`src/rtl/digit_result_feeder.sv`:
```
// digit_result_feeder: argmax over a stream of signed class scores per frame,
// queues the winning digit and presents it to the OLED display controller,
// holding it stable until the controller reports the bitmap as sent.
module digit_result_feeder #(
  parameter int SCORE_W     = 16,
  parameter int NUM_CLASSES = 10,
  parameter int FIFO_DEPTH  = 4
) (
  input  logic                          clk,
  input  logic                          reset,
  input  logic                          score_valid,
  input  logic signed [SCORE_W-1:0]     score_data,
  input  logic                          score_last,
  output logic                          score_ready,
  input  logic                          oled_ready,
  input  logic                          sendDone,
  output logic                          in_data_valid,
  output logic [3:0]                    in_data,
  output logic                          frame_error,
  output logic [$clog2(FIFO_DEPTH):0]   fifo_count
);

  localparam int PW = $clog2(FIFO_DEPTH);
  localparam int CW = PW + 1;

  typedef enum logic {IN_RUN, IN_DISCARD} in_state_t;
  typedef enum logic [1:0] {O_IDLE, O_PRESENT, O_WAIT_LOW} out_state_t;

  in_state_t                 in_state, in_state_next;
  logic [3:0]                beat_idx, beat_idx_next;
  logic signed [SCORE_W-1:0] best_score, best_score_next;
  logic [3:0]                best_idx, best_idx_next;
  logic                      frame_error_next;
  logic                      wr_en;
  logic [3:0]                wr_digit;
  logic                      accept, last_beat;

  logic [3:0]                mem [FIFO_DEPTH];
  logic [PW-1:0]             wr_ptr, rd_ptr;
  logic [CW-1:0]             count, count_next;

  out_state_t                out_state, out_state_next;
  logic [3:0]                in_data_next;
  logic                      in_data_valid_next;
  logic                      pop;
  logic                      send_done_d;
  logic                      score_ready_next;

  assign accept     = score_valid & score_ready;
  assign last_beat  = (beat_idx == 4'(NUM_CLASSES - 1));
  assign fifo_count = count;

  // Input side: argmax accumulation, frame-shape checking and discard handling.
  always_comb begin
    in_state_next    = in_state;
    beat_idx_next    = beat_idx;
    best_score_next  = best_score;
    best_idx_next    = best_idx;
    frame_error_next = 1'b0;
    wr_en            = 1'b0;
    wr_digit         = best_idx;
    if (accept) begin
      unique case (in_state)
        IN_RUN: begin
          // Strict compare so ties keep the lower class index.
          if (beat_idx == '0 || score_data > best_score) begin
            best_score_next = score_data;
            best_idx_next   = beat_idx;
          end
          if (score_last) begin
            beat_idx_next = '0;
            if (last_beat) begin
              wr_en    = 1'b1;
              wr_digit = best_idx_next;
            end else begin
              frame_error_next = 1'b1;
            end
          end else if (last_beat) begin
            frame_error_next = 1'b1;
            beat_idx_next    = '0;
            in_state_next    = IN_DISCARD;
          end else begin
            beat_idx_next = beat_idx + 4'd1;
          end
        end
        IN_DISCARD: begin
          if (score_last) in_state_next = IN_RUN;
        end
      endcase
    end
  end

  // Input state and argmax registers.
  always_ff @(posedge clk) begin
    if (reset) begin
      in_state    <= IN_RUN;
      beat_idx    <= '0;
      best_score  <= '0;
      best_idx    <= '0;
      frame_error <= 1'b0;
    end else begin
      in_state    <= in_state_next;
      beat_idx    <= beat_idx_next;
      best_score  <= best_score_next;
      best_idx    <= best_idx_next;
      frame_error <= frame_error_next;
    end
  end

  // Result FIFO storage and pointers; write and pop may coincide.
  always_ff @(posedge clk) begin
    if (reset) begin
      wr_ptr <= '0;
      rd_ptr <= '0;
      count  <= '0;
    end else begin
      if (wr_en) begin
        mem[wr_ptr] <= wr_digit;
        wr_ptr      <= wr_ptr + PW'(1);
      end
      if (pop) rd_ptr <= rd_ptr + PW'(1);
      count <= count_next;
    end
  end

  // Occupancy bookkeeping and acceptance; a started frame always completes,
  // and since writes only happen at frame end the queue cannot overflow.
  always_comb begin
    count_next       = count + CW'(wr_en) - CW'(pop);
    score_ready_next = (count_next != CW'(FIFO_DEPTH)) ||
                       (beat_idx_next != '0) ||
                       (in_state_next == IN_DISCARD);
  end

  // Registered acceptance flag.
  always_ff @(posedge clk) begin
    if (reset) score_ready <= 1'b0;
    else       score_ready <= score_ready_next;
  end

  // Output FSM: present head, pop on sendDone rising edge, wait for it to drop.
  always_comb begin
    out_state_next     = out_state;
    in_data_next       = in_data;
    in_data_valid_next = in_data_valid;
    pop                = 1'b0;
    unique case (out_state)
      O_IDLE: begin
        if (count != '0 && oled_ready) begin
          out_state_next     = O_PRESENT;
          in_data_next       = mem[rd_ptr];
          in_data_valid_next = 1'b1;
        end
      end
      O_PRESENT: begin
        if (sendDone && !send_done_d) begin
          pop                = 1'b1;
          in_data_valid_next = 1'b0;
          out_state_next     = O_WAIT_LOW;
        end
      end
      O_WAIT_LOW: begin
        if (!sendDone) out_state_next = O_IDLE;
      end
      default: out_state_next = O_IDLE;
    endcase
  end

  // Output FSM state and registered display outputs.
  always_ff @(posedge clk) begin
    if (reset) begin
      out_state     <= O_IDLE;
      in_data       <= '0;
      in_data_valid <= 1'b0;
      send_done_d   <= 1'b0;
    end else begin
      out_state     <= out_state_next;
      in_data       <= in_data_next;
      in_data_valid <= in_data_valid_next;
      send_done_d   <= sendDone;
    end
  end

endmodule

```
`config.mk`:
```
export PLATFORM = sky130hd
export DESIGN_NAME = digit_result_feeder
export DESIGN_NICKNAME = d
export VERILOG_FILES = /design/src/rtl/digit_result_feeder.sv
export SDC_FILE = /design/constraint.sdc
export NUM_CORES = 1
export LEC_CHECK = 0
export CORE_MARGIN = 1.5
export CORE_UTILIZATION = 50
export CTS_CLUSTER_DIAMETER = 60
export CTS_CLUSTER_SIZE = 24
export DETAILED_ROUTE_END_ITERATION = 6
export PLACE_DENSITY = 0.74
export REMOVE_ABC_BUFFERS = 1
export SYNTH_ARGS = -nofsm -noshare
export SYNTH_HDL_FRONTEND = slang
export SYNTH_SLANG_ARGS = --single-unit
```
`constraint.sdc`:
```
create_clock -name clk -period 3.2 [get_ports clk]
set_input_delay 0.64 -clock clk [delete_from_list [all_inputs] [get_ports clk]]
set_output_delay 0.64 -clock clk [all_outputs]
set_load 0.01 [all_outputs]
```
* Word-level counts from Yosys, hierarchy flattened
Memories as Yosys holds them, arrays and structs flattened. A register that Yosys moved wholly into a read port is not among the register bits.
Index checks and enable logic that the tools add are counted.
** Operators by class
- Add/sub/neg operators :: 5
- Order comparisons :: 1
- Equal/unequal tests :: 7
- Mux-type cells :: 31
- Bitwise gates (word level) :: 3
- Reductions and logical operators :: 17
** Operators with widths (count)
- $mux 4 :: 9
- $gt 16x16->1 :: 1
- $mux 1 :: 16
- $reduce_and 3->1 :: 3
- $mux 2 :: 3
- $ne 2x2->1 const B :: 3
- $pmux 2 s3 :: 1
- $add 2x1->2 const B :: 2
- $add 4x1->4 const B :: 1
- $eq 4x4->1 const B :: 1
- $logic_not 4->1 :: 1
- $pmux 1 s2 :: 2
- $reduce_and 2->1 :: 2
- $reduce_bool 4->1 :: 1
- $add 3x1->3 :: 1
- $logic_or 1x1->1 :: 3
- $ne 3x3->1 const B :: 1
- $reduce_bool 3->1 :: 1
- $reduce_or 3->1 :: 1
- $sub 3x1->3 :: 1
- $eq 2x1->1 const B :: 1
- $eq 2x2->1 const B :: 1
- $logic_and 1x1->1 :: 2
- $logic_not 2->1 :: 1
- other kinds (4) :: 5
** Word-level totals
- Bits in registers :: 38
- RAM bits :: 16
- Input port bits :: 22
- Output and inout bits :: 10
- Logic and storage cells :: 77
- Memories kept :: 1
** Memories
- mem :: depth 4, width 4, read ports 1, clocked after memory_dff 1, write ports 1, line 38 : logic [3:0] mem [FIFO_DEPTH];

* Longest topological paths before layout
- Word-level depth :: 10
- Mapped depth :: 14
- Gate-level depth less buffers :: 14

* Least setup slack after synthesis
No wires, ideal clock.
- Path kind :: input-to-reg
- From :: input score_valid
- To :: register score_ready
- Setup time :: 0.138 ns
- Arrival time :: 2.656 ns
- Data required time :: 3.062 ns
- Slack :: 0.406 ns
- Cell stages on the path :: 11
- Path buffers :: 0
- Cell sequence :: nand2_1 > nor2_1 > nand2_1 > ha_1 > inv_1 > ha_1 > fa_1 > xnor2_1 > xnor2_1 > nor4b_1 > a41oi_1
** On the way
- Word-level cells in the longest chain between the ends :: 7
- Elaborated cells on any way between the ends :: 10
- Classes of those cells :: add/sub: 2; eq/ne: 1; mux: 3; bitwise: 1; reduce/logical: 3
** RTL lines
- from (decl) :: line 11 : input logic score_valid,
- $and 1x1->1 (*) :: line 49 : assign accept = score_valid & score_ready;
- $mux 1 :: line 62 : if (accept) begin
- $add 3x1->3 :: line 129 : count_next = count + CW'(wr_en) - CW'(pop);
- $sub 3x1->3 :: line 129
- $ne 3x3->1 :: line 130 : score_ready_next = (count_next != CW'(FIFO_DEPTH)) ||
- $logic_or 1x1->1 :: line 130
- $logic_or 1x1->1 (*) :: line 131 : (beat_idx_next != '0) ||
- to (signal assigned) :: line 138 : else score_ready <= score_ready_next;
- to (decl) :: line 14 : output logic score_ready,
Mark *: on every way between the ends. The rest lies on a longest branch, timed or not.
A chain may end at the register's enable or synchronous reset.

* Worst setup path after layout
- From :: register beat_idx[1]
- To :: register score_ready
** On the way
- Word-level cells in the longest chain between the ends :: 10
- Elaborated cells on any way between the ends :: 19
- Classes of those cells :: add/sub: 3; eq/ne: 2; mux: 11; reduce/logical: 3
** RTL lines
- from (decl) :: line 30 : logic [3:0] beat_idx, beat_idx_next;
- from (signal assigned) :: line 103 : beat_idx <= beat_idx_next;
- $eq 4x4->1 :: line 50 : assign last_beat = (beat_idx == 4'(NUM_CLASSES - 1));
- $mux 1 :: line 72, 78
- $mux 1 :: line 70 : if (score_last) begin
- $mux 1 :: line 63 : unique case (in_state)
- $mux 1 :: line 62
- $add 3x1->3 :: line 129
- $sub 3x1->3 :: line 129
- $ne 3x3->1 :: line 130
- $logic_or 1x1->1 :: line 130
- $logic_or 1x1->1 (*) :: line 131
Marked as above.

==> impl_metrics.py <==
metrics = {
    "global_route": {
        "grt_pass1_vias": 2050,
        "grt_first_pass_wirelength_um": 9070,
        "globalRouteOverflowTotal": 0,
        "grt.total_usage_pct": 18.5,
        "grt_antenna_before_repair": 0,
        "grt_start_max_net_pins": 62,
    },
    "synth": {
        "post_synth_num_cell_types": 48,
        "synthesis.instances": 300,
        "synthArstFlopShare_pct": 0,
        "synth_simple_gate_area_share_pct": 20.8,
        "postSynthAreaPerCell_um2": 10.3,
        "yosys_warnings": 0,
        "post_synth_mux_area_share_pct": 10.8,
        "main_combinational_cell_family_by_area_after_synthesis": "simple AND/OR/NAND/NOR gates",
        "synth_enable_flop_cells": 16,
        "yosys_register_bits": 58,
        "share_of_synthesized_area_occupied_by_flip_flops_and_latches_pct": 42.8,
        "yosys.area_share.adder_pct": 11.6,
        "synth_compound_area_share_pct": 7.02,
        "ys_dominant_reg_cell": "dfxtp_1",
        "mappedNetlistArea_mm2": 0.00309,
        "synth_xor_area_share_pct": 1.42,
    },
    "critical_path": {
        "crit-reg2reg-launch": "beat_idx[1]",
        "setup.worst_path.start_class": "flop",
        "worst_case_register_to_register_setup_slack_ps": 170,
        "critical_path_required_ps": 3400,
        "path_max_fanout": 7,
        "end_kind": "flop",
        "crit_path_end": "score_ready",
        "worst_r2r_path_depth": 14,
        "rr_endpoint": "score_ready",
        "worst-setup-path-type": "reg2reg",
        "crit_arrival_ps": 3240,
        "worst_setup_path_startpoint": "beat_idx[1]",
    },
    "clock_tree": {
        "total_cts_buffers": 9,
        "cts_sinks": 58,
        "clock_path_buffers": 2,
        "tritoncts": "yes",
        "clkTransAtPathRegs_ps": 70,
        "post-cts-setup-buffer-count": 0,
        "cts.root.buffer_cell": "clkbuf_8",
        "clock_tree.htree_level_count": 3,
        "insertion_delay_of_the_later_clocked_pin_in_the_worst_skew_pair_ps": 340,
    },
    "floorplanning": {
        "initial_utilization_pct": 51.8,
        "row_count": 28,
        "pin_count": 32,
        "die_height_um": 81.6,
        "die_x_um": 81.6,
        "core_region_area_mm2": 0.00596,
        "design.die.area_mm2": 0.00665,
    },
    "cells_and_area": {
        "non_filler_instances": 426,
        "layout_commonest_cell": "dfxtp_1",
        "drive_above_1_share_pct": 14.5,
        "postLayoutCoreUtil_pct": 64.1,
        "layout_overhead_on_the_synthesized_area_pct": 23.7,
        "commonest_cells_after_routing_fill_and_taps_aside": "dfxtp_1 (41), nand2b_1 (39), clkdlybuf4s50_1 (31)",
        "num_antenna_cells": 0,
        "post-route-cell-area_mm2": 0.00382,
        "filler_cell_count": 490,
        "layout.nets": 396,
    },
    "sta": {
        "timing_max_transition_violations_final": 0,
        "slew_headroom_pct": 45.1,
        "setup_total_negative_slack_ps": 0,
        "hold_violations": 0,
        "final.setup_skew_ps": 7.38,
        "final.setup.worst_slack_ps": 167,
        "timing.final.crit_period_ps": 3030,
        "timing.fmax_mhz": 330,
        "whs_ps": 477,
        "post-route-period-util_pct": 94.8,
        "setup_violations": 0,
        "max_slew.worst_pin.slew_ps": 818,
    },
    "placed_design": {
        "numPortBuffers": 31,
        "hpwlAfterDp_um": 4060,
        "routabilityCongestion": 0.759,
        "dp_slack_ps": -302,
        "dp_cells": 410,
        "post_dp_cell_area_mm2": 0.00355,
    },
    "hold_path": {
        "hp-class": "reg2reg",
        "holdPathStages": 2,
    },
    "routing": {
        "route.final.wire_length_um": 5560,
        "drt_iter0_markers": 77,
        "detail_route.drc_violations": 0,
        "detailroute.via_count": 2147,
        "first_pass_iters": 4,
        "antenna_violating_nets_post_route": 0,
        "post_drt_wl_per_cell_um": 13.0,
        "viasPerCell": 5.04,
    },
    "power_and_ir_drop": {
        "leakagePower_nw": 1.53,
        "peak_supply_drop_mv": 0.310,
        "finalPower_mw": 1.96,
        "powerDensity_mw_per_mm2": 513,
    },
    "job": {
        "max_cap_viol_count": 0,
    },
    "outcome": {
        "run_status": "finished, final reports clean",
    },
}
## Yosys cell counts (2+ instances only)
cell type,count,area (µm²)
dfxtp_1,42,841
nand2b_1,39,244
inv_1,28,105
ha_1,27,338
mux2i_1,22,220
nor2_1,20,75.1
edfxtp_1,16,480
a21oi_1,12,60.1
nand2_1,11,41.3
clkbuf_1,8,30.0
and2_1,5,31.3
nor2b_1,5,31.3
nor3_1,5,25.0
mux4_2,4,90.1
nand4_1,4,25.0
o21ai_0,4,20.0
o21ai_1,4,20.0
xnor2_1,4,35.0
nand3_1,3,15.0
nor3b_1,3,22.5
and3_1,2,12.5
mux2_1,2,22.5
nor3_2,2,20.0
nor4_1,2,12.5
nor4b_1,2,17.5
o31ai_1,2,15.0
## sequential cells by signal, summed over array words and instances, names as in the netlist
signal / count
send_done_d: 1
in_data: 4
wr_ptr: 2
beat_idx: 4
best_idx: 4
score_ready: 1
frame_error: 1
in_data_valid: 1
mem: 16
out_state: 2
rd_ptr: 2
best_score: 16
fifo_count: 3
in_state: 1
## what timing repair did
item                                   CTS  global route
setup endpoints to repair                1             1
hold buffers                             0             0
pin swaps                                1             1
gates resized for setup                  4             5
endpoints found under the hold margin    0             0
## critical path, stage by stage (launching register included)
cell and delay, ps:
dfxtp_2 350, inv_1 90, ha_1 140, nand2_1 90
nor2_4 160, ha_4 170, nand2_1 110, ha_1 300
inv_1 40, ha_1 180, fa_1 410, xnor2_2 170
xnor2_1 170, nor4b_2 350, a41oi_2 170
## power by group
group          internal, mW  total (mW)  switching [mW]
Sequential            0.797       0.827          0.0296
Combinational         0.207       0.393           0.186
Clock                 0.436       0.739           0.303
Total                  1.44        1.96           0.519
## cell type report
cell class                      instances  area, µm²  area share [%]
Tap cell                               75       93.8            2.46
Inverter                               28        105            2.75
Clock buffer                            9        124            3.24
Sequential cell                        58       1320            34.6
Timing Repair Buffer                   46        435            11.4
Clock inverter                          7       93.8            2.46
Multi-Input combinational cell        203       1640            43.0
## kinds of logic after synthesis
| family | count (synthesis) |
|---|---|
| AOI/OAI and AO/OA | 33 |
| buffers and inverters | 39 |
| and+or+nand+nor | 109 |
| muxes | 28 |
| DFF | 58 |
| xor gates and xnor gates | 5 |
| adders and majority gates | 28 |
## how the worst min path moves through the flow
stage | endpoint | start
floorplan | best_idx[0] | best_idx[0]
global placement | best_score[14] | best_score[14]
detailed placement | best_idx[0] | best_idx[0]
CTS | best_idx[0] | best_idx[0]
global route | best_score[6] | best_score[6]
finish | best_idx[0] | best_idx[0]
## per-layer routing
| layer | routed length [µm] | global-route usage, % | vias up |
|---|---|---|---|
| met4 | 78 | 8.28 | 0 |
| met2 | 2590 | 29.5 | 36 |
| met5 | 0 | 0 | - |
| met3 | 210 | 4.67 | 10 |
| li1 | - | - | 1117 |
| met1 | 2680 | 23.7 | 984 |
(Power assumes the default switching activity.)
